**config.mk**
```make
export PLATFORM = sky130hd
export DESIGN_NAME = disp_value_feed
export DESIGN_NICKNAME = d
export VERILOG_FILES = /design/src/rtl/disp_value_feed_pkg.sv /design/src/rtl/disp_value_feed_bcd_add3_step.sv /design/src/rtl/disp_value_feed.sv
export SDC_FILE = /design/constraint.sdc
export NUM_CORES = 1
export LEC_CHECK = 0
export CORE_MARGIN = 2
export CORE_UTILIZATION = 60
export CTS_CLUSTER_DIAMETER = 120
export CTS_CLUSTER_SIZE = 28
export DETAILED_ROUTE_END_ITERATION = 10
export PLACE_DENSITY = 0.84
export SYNTH_ARGS = -nofsm -noshare
export SYNTH_HDL_FRONTEND = slang
export SYNTH_HIERARCHICAL = 1
export SYNTH_SLANG_ARGS = --single-unit
```
**constraint.sdc**
```tcl
create_clock -name clk -period 4.7 [get_ports clk]
set_clock_uncertainty 0.1 [all_clocks]
set_input_delay 0.94 -clock clk [delete_from_list [all_inputs] [get_ports clk]]
set_output_delay 0.94 -clock clk [all_outputs]
set_load 0.03 [all_outputs]
```
**src/rtl/disp_value_feed_pkg.sv**
```systemverilog
`default_nettype none
// +----------------------------------------------------------------------+
// | disp_value_feed_pkg: constants, FSM states and LES helper             |
// | Revision: 1.0                                                         |
// +----------------------------------------------------------------------+
package disp_value_feed_pkg;

  localparam int unsigned BCD_DIGITS = 4;
  localparam int unsigned BIN_W      = 14;
  localparam int unsigned BCD_W      = 4 * BCD_DIGITS;

  localparam logic [BIN_W-1:0] MAX_DISP   = 14'd9999;
  localparam logic [3:0]       CONV_ITERS = 4'd14;
  localparam logic [3:0]       LAST_ITER  = CONV_ITERS - 4'd1;

  // Shared with the display driver: a 1 on LES turns the digit off.
  localparam logic LES_BLANK = 1'b1;

  typedef enum logic [1:0] {
    ST_IDLE   = 2'd0,
    ST_CONV   = 2'd1,
    ST_COMMIT = 2'd2
  } state_t;

  // Digit 0 always lit; a higher digit blanks only if it and all above are 0.
  function automatic logic [BCD_DIGITS-1:0] les_from_bcd(input logic [BCD_W-1:0] bcd);
    logic [BCD_DIGITS-1:0] les;
    logic                  higher_zero;
    les         = {BCD_DIGITS{~LES_BLANK}};
    higher_zero = 1'b1;
    for (int i = BCD_DIGITS - 1; i >= 1; i--) begin
      higher_zero = higher_zero & (bcd[4*i +: 4] == 4'd0);
      if (higher_zero) les[i] = LES_BLANK;
    end
    return les;
  endfunction

endpackage
`default_nettype wire

```
**src/rtl/disp_value_feed_bcd_add3_step.sv**
```systemverilog
`default_nettype none
// +----------------------------------------------------------------------+
// | bcd_add3_step: adds 3 to every BCD nibble that is 5 or greater        |
// | Revision: 1.0                                                         |
// +----------------------------------------------------------------------+
module bcd_add3_step
  import disp_value_feed_pkg::*;
(
  input  logic [BCD_W-1:0] i_bcd,
  output logic [BCD_W-1:0] o_bcd
);

  for (genvar g = 0; g < BCD_DIGITS; g++) begin : g_nibble
    assign o_bcd[4*g +: 4] = (i_bcd[4*g +: 4] >= 4'd5) ? (i_bcd[4*g +: 4] + 4'd3)
                                                       : i_bcd[4*g +: 4];
  end

endmodule
`default_nettype wire

```
**src/rtl/disp_value_feed.sv**
```systemverilog
`default_nettype none
// +----------------------------------------------------------------------+
// | disp_value_feed: binary-to-BCD feeder with blanking and scan index    |
// | Revision: 1.0                                                         |
// +----------------------------------------------------------------------+
module disp_value_feed
  import disp_value_feed_pkg::*;
#(
  parameter int unsigned SCAN_DIV   = 17,
  parameter logic [3:0]  POINT_MASK = 4'b0000
) (
  input  logic             clk,
  input  logic             rst,
  input  logic [BIN_W-1:0] value,
  input  logic             load,
  output logic [1:0]       Scan,
  output logic [BCD_W-1:0] Hexs,
  output logic [3:0]       point,
  output logic [3:0]       LES,
  output logic             busy,
  output logic             done
);

  localparam int unsigned          PRESC_W   = SCAN_DIV + 2;
  localparam logic [PRESC_W-1:0]   PRESC_ONE = {{(PRESC_W-1){1'b0}}, 1'b1};

  logic [PRESC_W-1:0] r_presc;
  state_t             r_state;
  state_t             w_next_state;
  logic [BIN_W-1:0]   r_bin;
  logic [BCD_W-1:0]   r_bcd;
  logic [3:0]         r_iter;
  logic               r_pend;
  logic [BIN_W-1:0]   r_pend_val;
  logic [BCD_W-1:0]   r_hexs;
  logic [3:0]         r_les;
  logic               r_done;

  logic [BIN_W-1:0]   w_clamped;
  logic [BCD_W-1:0]   w_add3;
  logic               w_start;
  logic [BIN_W-1:0]   w_start_val;
  logic               w_commit;
  logic               w_capture_pend;
  logic               w_clear_pend;

  assign w_clamped = (value > MAX_DISP) ? MAX_DISP : value;

  bcd_add3_step u_add3 (
    .i_bcd (r_bcd),
    .o_bcd (w_add3)
  );

  always_ff @(posedge clk) begin
    if (rst) r_state <= ST_IDLE;
    else     r_state <= w_next_state;
  end

  // A load arriving in COMMIT beats an older pending value: newest wins.
  always_comb begin
    w_next_state   = r_state;
    w_start        = 1'b0;
    w_start_val    = w_clamped;
    w_commit       = 1'b0;
    w_capture_pend = 1'b0;
    w_clear_pend   = 1'b0;
    case (r_state)
      ST_IDLE: begin
        if (load) begin
          w_start      = 1'b1;
          w_next_state = ST_CONV;
        end
      end
      ST_CONV: begin
        w_capture_pend = load;
        if (r_iter == LAST_ITER) w_next_state = ST_COMMIT;
      end
      ST_COMMIT: begin
        w_commit = 1'b1;
        if (load) begin
          w_start      = 1'b1;
          w_clear_pend = 1'b1;
          w_next_state = ST_CONV;
        end else if (r_pend) begin
          w_start      = 1'b1;
          w_start_val  = r_pend_val;
          w_clear_pend = 1'b1;
          w_next_state = ST_CONV;
        end else begin
          w_next_state = ST_IDLE;
        end
      end
      default: w_next_state = ST_IDLE;
    endcase
  end

  always_ff @(posedge clk) begin
    if (rst) begin
      r_presc    <= '0;
      r_bin      <= '0;
      r_bcd      <= '0;
      r_iter     <= '0;
      r_pend     <= 1'b0;
      r_pend_val <= '0;
      r_hexs     <= '0;
      r_les      <= les_from_bcd('0);
      r_done     <= 1'b0;
    end else begin
      r_presc <= r_presc + PRESC_ONE;
      r_done  <= w_commit;

      if (w_start) begin
        r_bin  <= w_start_val;
        r_bcd  <= '0;
        r_iter <= '0;
      end else if (r_state == ST_CONV) begin
        {r_bcd, r_bin} <= {w_add3, r_bin} << 1;
        r_iter         <= r_iter + 4'd1;
      end

      if (w_commit) begin
        r_hexs <= r_bcd;
        r_les  <= les_from_bcd(r_bcd);
      end

      if (w_capture_pend) begin
        r_pend     <= 1'b1;
        r_pend_val <= w_clamped;
      end else if (w_clear_pend) begin
        r_pend     <= 1'b0;
      end
    end
  end

  assign Scan  = r_presc[PRESC_W-1 -: 2];
  assign Hexs  = r_hexs;
  assign LES   = r_les;
  assign point = POINT_MASK;
  assign busy  = (r_state != ST_IDLE);
  assign done  = r_done;

endmodule
`default_nettype wire

```
# After elaboration in Yosys (flattened, before gate mapping)
# Cells that the tools add are included.
# Widths: inputs -> output; s select.
[word_totals] output_inout_bits=28 regBits=90
[classes] muxes=27 n_addsub=6 bitwise_logic=2 reduce_logical=9 eq_ne=5 n_lt_le_gt_ge=5
[op_table] operator="$mux 14" n=6
[op_table] operator="$add 19x1->19 const B" n=1
[op_table] operator="$ge 4x3->1 const B" n=4
[op_table] operator="$gt 14x14->1 const B" n=1
[op_table] operator="$mux 1" n=13
[op_table] operator="$add 4x2->4 const B" n=3
[op_table] operator="$logic_not 4->1" n=3
[op_table] operator="$mux 4" n=3
[op_table] operator="$pmux 2 s3" n=1
[op_table] operator="$reduce_bool 2->1" n=3
[op_table] operator="$add 4x1->4 const B" n=1
[op_table] operator="$eq 4x4->1 const B" n=1
[op_table] operator="$mux 2" n=2
[op_table] operator="$ne 2x2->1 const B" n=2
[op_table] operator="$add 3x2->3 const B" n=1
[op_table] operator="$mux 3" n=1
[op_table] operator="$and 1x1->1" n=2
[op_table] operator="$eq 2x1->1 const B" n=1
[op_table] operator="$eq 2x2->1 const B" n=1
[op_table] operator="$logic_not 2->1" n=1
[op_table] operator="$pmux 1 s2" n=1
[op_table] operator="$reduce_and 2->1" n=1
[op_table] operator="$reduce_or 2->1" n=1

# Logic depth before layout (Yosys ltp)
[depth] word_depth=6 ltp_mapped=7

# Hierarchy
# Netlist, hierarchy kept.
[modules_own_cells] module="disp_value_feed" cells_each=446 area_per_inst_um2=3723.6 seq_area_each_um2=1801.7 n_inst=1
[modules_own_cells] module="bcd_add3_step" cells_each=64 area_per_inst_um2=405.4 seq_area_each_um2=0.0 n_inst=1

# Worst setup path before layout
# Ideal clock, no wire load.
[synth_timing] path_type="input-to-reg" startpoint="input port value[6]" endpoint="register r_bin[10]" slack_ns=2.511 path_buffers=1 setup_time_ns=0.119 arrival_ns=1.971 stages=5 path_cell_list="nor4_4 -> o21ai_2 -> or2_0 -> buf_2 -> o221a_2"
[synth_via] elab_chain_cells=6
[synth_lines] item="start, declared" line="disp_value_feed.sv:14" source="input logic [BIN_W-1:0] value,"
[synth_lines] item="$gt 14x14->1 *" line="disp_value_feed.sv:47" source="assign w_clamped = (value > MAX_DISP) ? MAX_DISP : value;"
[synth_lines] item="$mux 14 *" line="disp_value_feed.sv:47"
[synth_lines] item="$mux 14" line="disp_value_feed.sv:84" source="end else if (r_pend) begin"
[synth_lines] item="$mux 14" line="disp_value_feed.sv:80" source="if (load) begin"
[synth_lines] item="$mux 14 *" line="disp_value_feed.sv:67" source="case (r_state)"
[synth_lines] item="$mux 14 *" line="disp_value_feed.sv:112" source="if (w_start) begin"
[synth_lines] item="end signal, assigned" line="disp_value_feed.sv:113" source="r_bin <= w_start_val;"
[synth_lines] item="end signal, assigned" line="disp_value_feed.sv:117" source="{r_bcd, r_bin} <= {w_add3, r_bin} << 1;"
[synth_lines] item="end, declared" line="disp_value_feed.sv:30" source="logic [BIN_W-1:0] r_bin;"
# Every way passes the cells marked *; elsewhere a longest branch is shown, timed or not.
# A chain may end at the register's enable or synchronous reset.

# Final worst setup path
[layout_timing] startpoint="register r_state[0]" endpoint="output port busy"
[layout_via] elab_chain_cells=1
[layout_lines] item="start, declared" line="disp_value_feed.sv:28" source="state_t r_state;"
[layout_lines] item="start signal, assigned" line="disp_value_feed.sv:56" source="else r_state <= w_next_state;"
[layout_lines] item="$reduce_bool 2->1" line="disp_value_feed.sv:139" source="assign busy = (r_state != ST_IDLE);"
[layout_lines] item="end, declared" line="disp_value_feed.sv:20" source="output logic busy,"
# No other way between the ends.

==> metrics.csv <==
metric;value;unit
status;completed;
I/O Buffers;39;
die footprint;7526;µm²
PwrDens;321.8;nW/µm²
Fin Hold WS;0.3566;ns
Fmax achieved;368.7;MHz
DRT antenna net count;0;
LEAKAGE;0.001738;µW
global route overflow;0;
die width;86.76;µm
maximum number of pins on one net before global-route repair;53;
proportion of layout cells with a drive suffix above 1;7.850;%
fin crit period;2.713;ns
Post-Syn Area;4109;µm²
slowest stage delay, CP;0.66;ns
DP Wirelength;5459;µm
critical path fanouts, max;11;
startpoint class of the critical path;flop;
CTS clock-pin slew for the worst setup and hold paths;0.08;ns
headroom to the max-slew limit;29.92;%
H-tree depth;3;
vias in the first global route;3175;
io pins;45;
Post-CTS Repair Setup Buffers;0;
DRT Wirelength;8027;µm
total CTS buffers;9;
clock network power share;39.0;%
area growth from synthesis to layout;14.37;%
Critical Path RT;3.66;ns
Core Region;6719;µm²
max-slew violation count;0;
Final Util;69.94;%
Final nets;558;
final setup violation count;0;
RD Place Congestion;0.8536;
critical path class;reg -> out;
Multi-input gate area;2086;µm²
Root Buffer;clkbuf_8;
initial DRC count;165;
clock latency on the worst-skew pair;0.36;ns
Core Rows;30;
DR vias;3466;
Hold WC Path Type;reg -> reg;
Hold-fix buffers, CTS;0;
setup TNS;0;ns
sequential power share;52.9;%
drt drc;0;
Switching Fraction;23.12;%
Synth Instances;506;
worst path bufs/invs;1;
Starting Density;61.15;%
Worst Setup End Kind;primary output;
delay-heaviest family, CP;buffers and inverters;
Syn Area/Cell;8.120;µm²
first-pass GRT wire length;13660;µm
Gate power share;8.2;%
slowest stage cell, crit path;clkdlybuf4s50_1;
Fin. Hold Viols;0;
wire per inst;13.05;µm
Filler Cell Count;538;
drt first pass iters;5;
die height;86.76;µm
DR vias/cell;5.636;
maximum vdd drop;0.1559;mV
CTS tree;yes;
CTS resizes;0;
buffer depth of the longest clock path;2;
Syn. warnings;6;
P_int;1163;µW
critical path, cell by cell;or2_2 > clkdlybuf4s50_1;
# clock sinks;90;
Sw Pwr;349.6;µW
total of max-cap violations;0;
Storage cell area;1802;µm²
initial antenna violation count;0;
gr usage total;22.46;%
Tightest Pin Transition;1.051;ns
crit path DAT;1.67;ns
crit share post-route;57.71;%
# diodes;0;
RSZ-0062 raised after global routing;false;
## metal layers
| layer | track usage (%) | routed length, µm | vias up |
|---|---|---|---|
| li1 | - | - | 1739 |
| met1 | 28.27 | 3676 | 1617 |
| met2 | 38.67 | 3856 | 99 |
| met3 | 2.952 | 350 | 11 |
| met4 | 9.517 | 145 | 0 |
| met5 | 0 | 0 | - |
## state kept, by name, indices dropped and copies added (netlist names), 2 cells and up
| signal | flops |
|---|---|
| LES | 3 |
| Hexs | 16 |
| r_bcd | 16 |
| r_presc | 19 |
| r_pend_val | 14 |
| r_iter | 4 |
| r_bin | 14 |
| r_state | 2 |
## worst min-delay path, cell delays in order (launching register included)
cell and delay [ns]:
dfxtp_1 0.31, nand2_1 0.05, a21oi_1 0.05
## power groups by stage
stage | sequential, µW | clock [µW] | combinational (µW)
6_report | 799 | 589 | 124
5_1_grt | 802 | 624 | 137
4_1_cts | 799 | 598 | 123
3_5_place_dp | 817 | 0 | 123
3_3_place_gp | 817 | 0 | 121
2_1_floorplan | 813 | 0 | 93.6
## cells in the final DEF (no fill, tap or decap), types with 2 or more instances in the layout
master	count
nand2_1	96
dfxtp_1	90
nor2_1	63
a21oi_1	53
clkdlybuf4s50_1	38
inv_1	18
xnor2_1	15
nor3_1	15
nand2b_1	13
ha_1	11
clkbuf_8	11
o22ai_1	9
nand3_1	9
o21ai_0	8
nor2b_1	5
o221a_2	5
o221ai_1	5
a2bb2oi_1	5
conb_1	5
nor4_1	4
xor2_1	4
buf_4	4
a21oi_2	4
mux2i_1	4
o21ai_1	3
nand4_1	2
nor4_4	2
mux2_1	2
a31o_2	2
or3_1	2
a21o_1	2
bufinv_16	2
## metrics by stage
step	instance area [µm²]	std cells	setup slack (ns)	total power, µW
2_1_floorplan	4124	510	2.511	906.2
3_3_place_gp	4471	599	1.716	937.5
3_5_place_dp	4471	599	1.666	939.8
4_1_cts	4700	615	1.979	1520
5_1_grt	4700	615	1.851	1564
6_report	4700	615	1.988	1512
## worst paths after layout
kind / startpoint / to / slack [ns] / depth (start not counted)
max reg2reg: r_state[1] / r_bin[2] / 2.43 / 4
max: r_state[0] / busy / 1.99 / 2
min reg2reg: Hexs[8] / Hexs[8] / 0.36 / 2
min: Hexs[8] / Hexs[8] / 0.36 / 2
## cell type report
cell class	count	share of cell area [%]
Inverter	18	1.438
Clock buffer	12	3.301
Clock inverter	4	1.571
Sequential cell	90	38.34
Multi-Input combinational cell	368	44.38
Timing Repair Buffer	43	8.839
Tap cell	80	2.130
Note: power is estimated with default switching activity, not from simulation.
